File: src/rtl/axis_fifo_ctrl_if.sv
// +------------------------------------------------------------------------+
// | axis_fifo_ctrl_if : stream and block-RAM port bundle for axis_fifo_ctrl |
// | Optional macro AXIS_FIFO_TLAST_EN adds tlast to both stream sides.     |
// | Revision: 1.0                                                          |
// +------------------------------------------------------------------------+
`default_nettype none

interface axis_fifo_ctrl_if #(
    parameter int DATA_WIDTH = 64,
    parameter int DEPTH      = 512
);
    localparam int AW = $clog2(DEPTH);
`ifdef AXIS_FIFO_TLAST_EN
    localparam int RW = DATA_WIDTH + 1;
`else
    localparam int RW = DATA_WIDTH;
`endif

    logic [DATA_WIDTH-1:0] s_axis_tdata;
    logic                  s_axis_tvalid;
    logic                  s_axis_tready;
    logic [DATA_WIDTH-1:0] m_axis_tdata;
    logic                  m_axis_tvalid;
    logic                  m_axis_tready;
    logic [AW-1:0]         ram_addra;
    logic                  ram_wea;
    logic [RW-1:0]         ram_dina;
    logic [AW-1:0]         ram_addrb;
    logic                  ram_enb;
    logic                  ram_regceb;
    logic                  ram_rstb;
    logic [RW-1:0]         ram_doutb;
`ifdef AXIS_FIFO_TLAST_EN
    logic                  s_axis_tlast;
    logic                  m_axis_tlast;

    // master: the controller itself; slave: upstream/downstream/RAM around it
    modport master (
        input  s_axis_tdata, s_axis_tvalid, s_axis_tlast, m_axis_tready, ram_doutb,
        output s_axis_tready, m_axis_tdata, m_axis_tvalid, m_axis_tlast,
        output ram_addra, ram_wea, ram_dina, ram_addrb, ram_enb, ram_regceb, ram_rstb
    );
    modport slave (
        output s_axis_tdata, s_axis_tvalid, s_axis_tlast, m_axis_tready, ram_doutb,
        input  s_axis_tready, m_axis_tdata, m_axis_tvalid, m_axis_tlast,
        input  ram_addra, ram_wea, ram_dina, ram_addrb, ram_enb, ram_regceb, ram_rstb
    );
`else
    modport master (
        input  s_axis_tdata, s_axis_tvalid, m_axis_tready, ram_doutb,
        output s_axis_tready, m_axis_tdata, m_axis_tvalid,
        output ram_addra, ram_wea, ram_dina, ram_addrb, ram_enb, ram_regceb, ram_rstb
    );
    modport slave (
        output s_axis_tdata, s_axis_tvalid, m_axis_tready, ram_doutb,
        input  s_axis_tready, m_axis_tdata, m_axis_tvalid,
        input  ram_addra, ram_wea, ram_dina, ram_addrb, ram_enb, ram_regceb, ram_rstb
    );
`endif
endinterface

`default_nettype wire

File: src/rtl/axis_fifo_ctrl.sv
// +------------------------------------------------------------------------+
// | axis_fifo_ctrl : AXI-Stream FIFO controller for an external SDP RAM,   |
// | with read prefetch into a small output FIFO. Macro: AXIS_FIFO_TLAST_EN.|
// | Revision: 1.0                                                          |
// +------------------------------------------------------------------------+
`default_nettype none

module axis_fifo_ctrl #(
    parameter int DATA_WIDTH   = 64,
    parameter int DEPTH        = 512,
    parameter int READ_LATENCY = 2,
    parameter int OUT_DEPTH    = 4
) (
    input  wire logic              clka,
    input  wire logic              rstb,
    axis_fifo_ctrl_if.master       bus,
    output logic [$clog2(DEPTH):0] count
);
    localparam int AW = $clog2(DEPTH);
`ifdef AXIS_FIFO_TLAST_EN
    localparam int RW = DATA_WIDTH + 1;
`else
    localparam int RW = DATA_WIDTH;
`endif
    localparam int OW = $clog2(OUT_DEPTH + 1);
    localparam int PW = $clog2(OUT_DEPTH);
    localparam logic [AW:0] DEPTH_W   = (AW+1)'(DEPTH);
    localparam logic [OW:0] OUT_LIMIT = (OW+1)'(OUT_DEPTH);

    logic [AW-1:0]           wr_ptr_q, wr_ptr_d, rd_ptr_q, rd_ptr_d;
    logic [AW:0]             ram_count_q, ram_count_d, count_q, count_d;
    logic [READ_LATENCY-1:0] pipe_q, pipe_d;
    logic [OW-1:0]           inflight_q, inflight_d, ocount_q, ocount_d;
    logic [PW-1:0]           ohead_q, ohead_d, otail_q, otail_d;
    logic [RW-1:0]           omem_q [OUT_DEPTH];
    logic [RW-1:0]           head;
    logic                    wr, rd, push, pop;

    function automatic logic [PW-1:0] ring_next(input logic [PW-1:0] p);
        return (p == PW'(OUT_DEPTH - 1)) ? '0 : p + PW'(1);
    endfunction

    assign bus.s_axis_tready = (ram_count_q != DEPTH_W);
    assign wr   = bus.s_axis_tvalid & bus.s_axis_tready;
    // Credit check: reserve an output slot for every read still in the RAM pipe
    assign rd   = (ram_count_q != '0) &&
                  (({1'b0, ocount_q} + {1'b0, inflight_q}) < OUT_LIMIT);
    assign push = pipe_q[READ_LATENCY-1];
    assign pop  = (ocount_q != '0) & bus.m_axis_tready;

    assign bus.ram_wea    = wr;
    assign bus.ram_addra  = wr_ptr_q;
    assign bus.ram_enb    = rd;
    assign bus.ram_addrb  = rd_ptr_q;
    assign bus.ram_regceb = 1'b1;
    assign bus.ram_rstb   = rstb;

    assign head              = omem_q[ohead_q];
    assign bus.m_axis_tvalid = (ocount_q != '0);
    assign count             = count_q;

`ifdef AXIS_FIFO_TLAST_EN
    assign bus.ram_dina     = {bus.s_axis_tlast, bus.s_axis_tdata};
    assign bus.m_axis_tdata = head[DATA_WIDTH-1:0];
    assign bus.m_axis_tlast = head[RW-1];
`else
    assign bus.ram_dina     = bus.s_axis_tdata;
    assign bus.m_axis_tdata = head;
`endif

    generate
        if (READ_LATENCY == 1) begin : g_pipe_lat1
            always_comb pipe_d = rd;
        end else begin : g_pipe_latn
            always_comb pipe_d = {pipe_q[READ_LATENCY-2:0], rd};
        end
    endgenerate

    always_comb begin
        wr_ptr_d    = wr_ptr_q;
        rd_ptr_d    = rd_ptr_q;
        ohead_d     = ohead_q;
        otail_d     = otail_q;
        if (wr)   wr_ptr_d = wr_ptr_q + AW'(1);
        if (rd)   rd_ptr_d = rd_ptr_q + AW'(1);
        if (pop)  ohead_d  = ring_next(ohead_q);
        if (push) otail_d  = ring_next(otail_q);
        ram_count_d = ram_count_q + (AW+1)'(wr) - (AW+1)'(rd);
        inflight_d  = inflight_q + OW'(rd) - OW'(push);
        ocount_d    = ocount_q + OW'(push) - OW'(pop);
        // Summed from next-state terms so count tracks the registers it mirrors
        count_d     = ram_count_d + (AW+1)'(inflight_d) + (AW+1)'(ocount_d);
    end

    always_ff @(posedge clka) begin
        if (rstb) begin
            wr_ptr_q    <= '0;
            rd_ptr_q    <= '0;
            ram_count_q <= '0;
            pipe_q      <= '0;
            inflight_q  <= '0;
            ocount_q    <= '0;
            ohead_q     <= '0;
            otail_q     <= '0;
            count_q     <= '0;
        end else begin
            wr_ptr_q    <= wr_ptr_d;
            rd_ptr_q    <= rd_ptr_d;
            ram_count_q <= ram_count_d;
            pipe_q      <= pipe_d;
            inflight_q  <= inflight_d;
            ocount_q    <= ocount_d;
            ohead_q     <= ohead_d;
            otail_q     <= otail_d;
            count_q     <= count_d;
        end
    end

    always_ff @(posedge clka) begin
        if (push) omem_q[otail_q] <= bus.ram_doutb;
    end

endmodule

`default_nettype wire

File: src/flat_wrapper.sv
// flat-port wrapper written by rule: the top's interface ports become plain ports
module axis_fifo_ctrl_flat 
#(
    parameter int DATA_WIDTH   = 64,
    parameter int DEPTH        = 512,
    parameter int READ_LATENCY = 2,
    parameter int OUT_DEPTH    = 4
)
  (clka, rstb, count, bus_s_axis_tdata, bus_s_axis_tvalid, bus_m_axis_tready, bus_ram_doutb, bus_s_axis_tready, bus_m_axis_tdata, bus_m_axis_tvalid, bus_ram_addra, bus_ram_wea, bus_ram_dina, bus_ram_addrb, bus_ram_enb, bus_ram_regceb, bus_ram_rstb);
  axis_fifo_ctrl_if #(.DATA_WIDTH(DATA_WIDTH), .DEPTH(DEPTH)) bus_i ();
  input  wire logic clka;
  input  wire logic rstb;
  output logic [$clog2(DEPTH):0] count;
  input wire logic [$bits(bus_i.s_axis_tdata)-1:0] bus_s_axis_tdata;
  input wire logic [$bits(bus_i.s_axis_tvalid)-1:0] bus_s_axis_tvalid;
  input wire logic [$bits(bus_i.m_axis_tready)-1:0] bus_m_axis_tready;
  input wire logic [$bits(bus_i.ram_doutb)-1:0] bus_ram_doutb;
  output wire logic [$bits(bus_i.s_axis_tready)-1:0] bus_s_axis_tready;
  output wire logic [$bits(bus_i.m_axis_tdata)-1:0] bus_m_axis_tdata;
  output wire logic [$bits(bus_i.m_axis_tvalid)-1:0] bus_m_axis_tvalid;
  output wire logic [$bits(bus_i.ram_addra)-1:0] bus_ram_addra;
  output wire logic [$bits(bus_i.ram_wea)-1:0] bus_ram_wea;
  output wire logic [$bits(bus_i.ram_dina)-1:0] bus_ram_dina;
  output wire logic [$bits(bus_i.ram_addrb)-1:0] bus_ram_addrb;
  output wire logic [$bits(bus_i.ram_enb)-1:0] bus_ram_enb;
  output wire logic [$bits(bus_i.ram_regceb)-1:0] bus_ram_regceb;
  output wire logic [$bits(bus_i.ram_rstb)-1:0] bus_ram_rstb;
  assign bus_i.s_axis_tdata = bus_s_axis_tdata;
  assign bus_i.s_axis_tvalid = bus_s_axis_tvalid;
  assign bus_i.m_axis_tready = bus_m_axis_tready;
  assign bus_i.ram_doutb = bus_ram_doutb;
  assign bus_s_axis_tready = bus_i.s_axis_tready;
  assign bus_m_axis_tdata = bus_i.m_axis_tdata;
  assign bus_m_axis_tvalid = bus_i.m_axis_tvalid;
  assign bus_ram_addra = bus_i.ram_addra;
  assign bus_ram_wea = bus_i.ram_wea;
  assign bus_ram_dina = bus_i.ram_dina;
  assign bus_ram_addrb = bus_i.ram_addrb;
  assign bus_ram_enb = bus_i.ram_enb;
  assign bus_ram_regceb = bus_i.ram_regceb;
  assign bus_ram_rstb = bus_i.ram_rstb;
  axis_fifo_ctrl #(.DATA_WIDTH(DATA_WIDTH), .DEPTH(DEPTH), .READ_LATENCY(READ_LATENCY), .OUT_DEPTH(OUT_DEPTH)) u_core (.clka(clka), .rstb(rstb), .bus(bus_i), .count(count));
endmodule
File: config.mk
export PLATFORM = sky130hd
export DESIGN_NAME = axis_fifo_ctrl_flat
export DESIGN_NICKNAME = d
export VERILOG_FILES = /design/src/rtl/axis_fifo_ctrl_if.sv /design/src/rtl/axis_fifo_ctrl.sv /design/src/flat_wrapper.sv
export SDC_FILE = /design/constraint.sdc
export NUM_CORES = 1
export LEC_CHECK = 0
export ABC_AREA = 1
export BUFFER_PORTS_ARGS = -buffer_cell sky130_fd_sc_hd__buf_2
export CAP_MARGIN = 20
export CELL_PAD_IN_SITES_DETAIL_PLACEMENT = 0
export CELL_PAD_IN_SITES_GLOBAL_PLACEMENT = 1
export CORE_UTILIZATION = 43
export DETAILED_ROUTE_END_ITERATION = 16
export PLACE_DENSITY = 0.81
export SLEW_MARGIN = 20
export SYNTH_ARGS = -nofsm -noshare
export SYNTH_HDL_FRONTEND = slang
export SYNTH_SLANG_ARGS = --single-unit
File: constraint.sdc
create_clock -name clka -period 4.9 [get_ports clka]
set_input_delay 0.245 -clock clka [delete_from_list [all_inputs] [get_ports clka]]
set_output_delay 0.245 -clock clka [all_outputs]
set_load 0.02 [all_outputs]
==> results.cfg <==
[run_status]
status = completed

[setup_path]
worstSetupStartpointType = flip-flop
endpoint_kind = flip-flop
cp_data_required_time_ps = 5300
cp_slowest_cell = fa_1
crit_arrival_ps = 4860
crit_top_cell = nand2_1
max_stage_delay_ps = 520
criticalPathCategory = reg2reg
crit_family = adder cells
cp_num_buf_inv = 6
r2r_setup_slack_ps = 450
crit_fanout = 10

[sta]
finalHoldViolCount = 0
final.setup.tns_ps = 0
report.final.slew_viol_count = 0
fin_worst_skew_ps = 10.23
slew_headroom_pct = 33.10
setup-violations-final = 0
holdWs_ps = 149.8
min_period_ps = 4454
tightest_slew_ps = 1002
fmax_mhz = 224.5
finalCritPeriodShare_pct = 90.91
rsz0062_at_grt = false

[logic_synthesis]
synth_commonest_cells = edfxtp_1 (256), nor2_1 (170), o21ai_0 (143)
synth_edf_count = 256
yosysSeqAreaShare_pct = 67.28
synth_seq_cells = 308
syn_area_um2 = 12970
synthArstFlopShare_pct = 0
yosys_warnings = 0
synth_most_common_cell = edfxtp_1
synthCells = 1097
synthTopCellsByArea = edfxtp_1 (59%), dfxtp_1 (8.0%), o21ai_0 (5.5%)
synth_top_area_share_pct = 59.26
synth_largest_area_cell = edfxtp_1
avgSynthCellArea_um2 = 11.83
ys_types = 40
synth_fp_nets = 1267
synth_ff_type = edfxtp_1

[cts]
clk_root_buffer_cell = clkbuf_16
cts_inserted_buffers = 34
cts_resized = 0
clkLatencyLatePin_ps = 510
h-tree-depth = 2
clockBufferDepth = 3
cts_sinks = 308
cts_tree = built
cts_setup_buffers = 0
hold_buffers = 64
cts.clk_slew.worst_paths_ps = 50

[power]
p_clk_share_pct = 25.4
switchingPower_mw = 3.683
power.total_mw = 9.523
seqPwrFrac_pct = 34.2
pwr_density_cell_nw_per_um2 = 619.5
leakagePower_nw = 5.903
p_int_mw = 5.840
power_frac_comb_pct = 40.4
ir_worst_vdd_mv = 0.4050
sw_frac_of_total_pct = 38.67

[grt]
grt_max_degree = 117
antenna_found_initial = 1
track_usage_pct = 17.89
grt_pass1_vias = 8213
grt_pass1_wl_mm = 43.40
overflow = 0

[die]
dieArea_um2 = 30870
num_rows = 63
coreArea_um2 = 29640
pin_count = 294
die_y_um = 175.7
die_width_um = 175.7
initial_utilization_pct = 43.77

[drt]
wl_per_cell_um = 16.64
drt_iter0_drc = 584
vias = 8366
drt.antenna.violating_nets = 0
vias_per_cell = 5.004
firstDrtPassIters = 5
drt-total-wl_mm = 27.82
drcViolationCount = 0

[placed_design]
dp_hpwl_mm = 16.24
portBuffers = 164
place.gp.congestion = 0.7641

[layout]
nNetsFinal = 1427
fillers = 2554
drive_above_1_share_pct = 20.37
area.growth.synth_to_final_pct = 18.50

[run]
cap_violations = 0

[worst_hold_path]
hp-class = in2reg
metrics by stage:
step	instance area (µm²)	util [%]	setup slack (ps)	std cells
floorplan	12970	-	768.6	1097
global placement	13660	46.09	485.5	1547
detailed placement	13660	46.09	433.8	1547
CTS	15370	51.84	407.0	1671
global route	15370	51.87	12.20	1672
finish	15370	51.87	445.6	1672
worst register-to-register path, delay by kind of cell, from the launching register on:
| family | cells | cell delay (ps) |
|---|---|---|
| buffers and inverters | 6 | 430 |
| DFF | 1 | 410 |
| adders and majority gates | 7 | 2320 |
| and+or+nand+nor | 12 | 1190 |
state kept, by name (all words and copies together), names as in the netlist, named ones only:
register              cells
u_core.ohead_q            2
u_core.pipe_q             2
u_core.inflight_q         3
u_core.otail_q            2
u_core.ocount_q           3
u_core.ram_count_q       10
u_core.omem_q           256
u_core.count             10
u_core.bus.ram_addrb      9
u_core.bus.ram_addra      9
worst paths after layout:
path	endpoint	startpoint	depth (start not counted)
setup / recovery	u_core.count[9]	u_core.ocount_q[1]	25
hold / removal	flip-flop	bus_m_axis_tready	4
setup reg to reg	u_core.count[9]	u_core.ocount_q[1]	25
hold reg to reg	u_core.pipe_q[1]	u_core.pipe_q[0]	2
layer usage:
metal | global-route usage [%] | wire [µm]
met4 | 5.399 | 604
met5 | 0 | 0
met2 | 31.03 | 13580
met1 | 22.18 | 11810
met3 | 4.026 | 1827
layout make-up:
cell class | instances | area, µm² | share of cell area (%)
Clock inverter | 15 | 142.6 | 0.9279
Multi-Input combinational cell | 595 | 3246 | 21.11
Clock buffer | 45 | 922.1 | 5.999
Sequential cell | 308 | 8733 | 56.81
Inverter | 81 | 305.3 | 1.986
Timing Repair Buffer | 237 | 1533 | 9.971
Tap cell | 390 | 488.0 | 3.174
Antenna cell | 1 | 2.502 | 0.01628
layout by cell type (no fill, tap or decap), types with 2 or more instances in the layout:
master,instances
a21oi_1,20
a31oi_1,2
buf_2,164
buf_4,8
bufinv_16,2
clkbuf_1,8
clkbuf_16,34
clkbuf_8,3
clkinv_1,5
clkinv_2,4
dfxtp_1,50
dlygate4sd3_1,64
edfxtp_1,256
fa_1,7
ha_1,31
inv_1,66
inv_2,14
inv_6,2
nand2_1,82
nand2_2,9
nand2_4,4
nand3_1,19
nand4_1,7
nor2_1,170
nor2_2,4
nor2_4,2
nor3_1,5
o21ai_0,143
o22ai_1,64
xnor2_1,4
xor2_1,7
cell families after synthesis:
family	share of synthesized area, %
other	0.02891
AO/OA/AOI/OAI	9.732
XOR/XNOR	0.7427
buffers and inverters	7.697
AND/OR/NAND/NOR	10.45
adder cells (fa/ha/maj)	4.070
flip-flops	67.28
power by group through the flow:
| stage | logic, mW | registers, mW | clock network, mW |
|---|---|---|---|
| floorplan | 2.81 | 3.34 | 0 |
| global placement | 3.78 | 3.30 | 0 |
| detailed placement | 3.84 | 3.30 | 0 |
| CTS | 3.90 | 3.25 | 2.48 |
| global route | 4.33 | 3.28 | 2.58 |
| finish | 3.85 | 3.25 | 2.42 |
No activity file was read; power rests on OpenSTA's default activity.
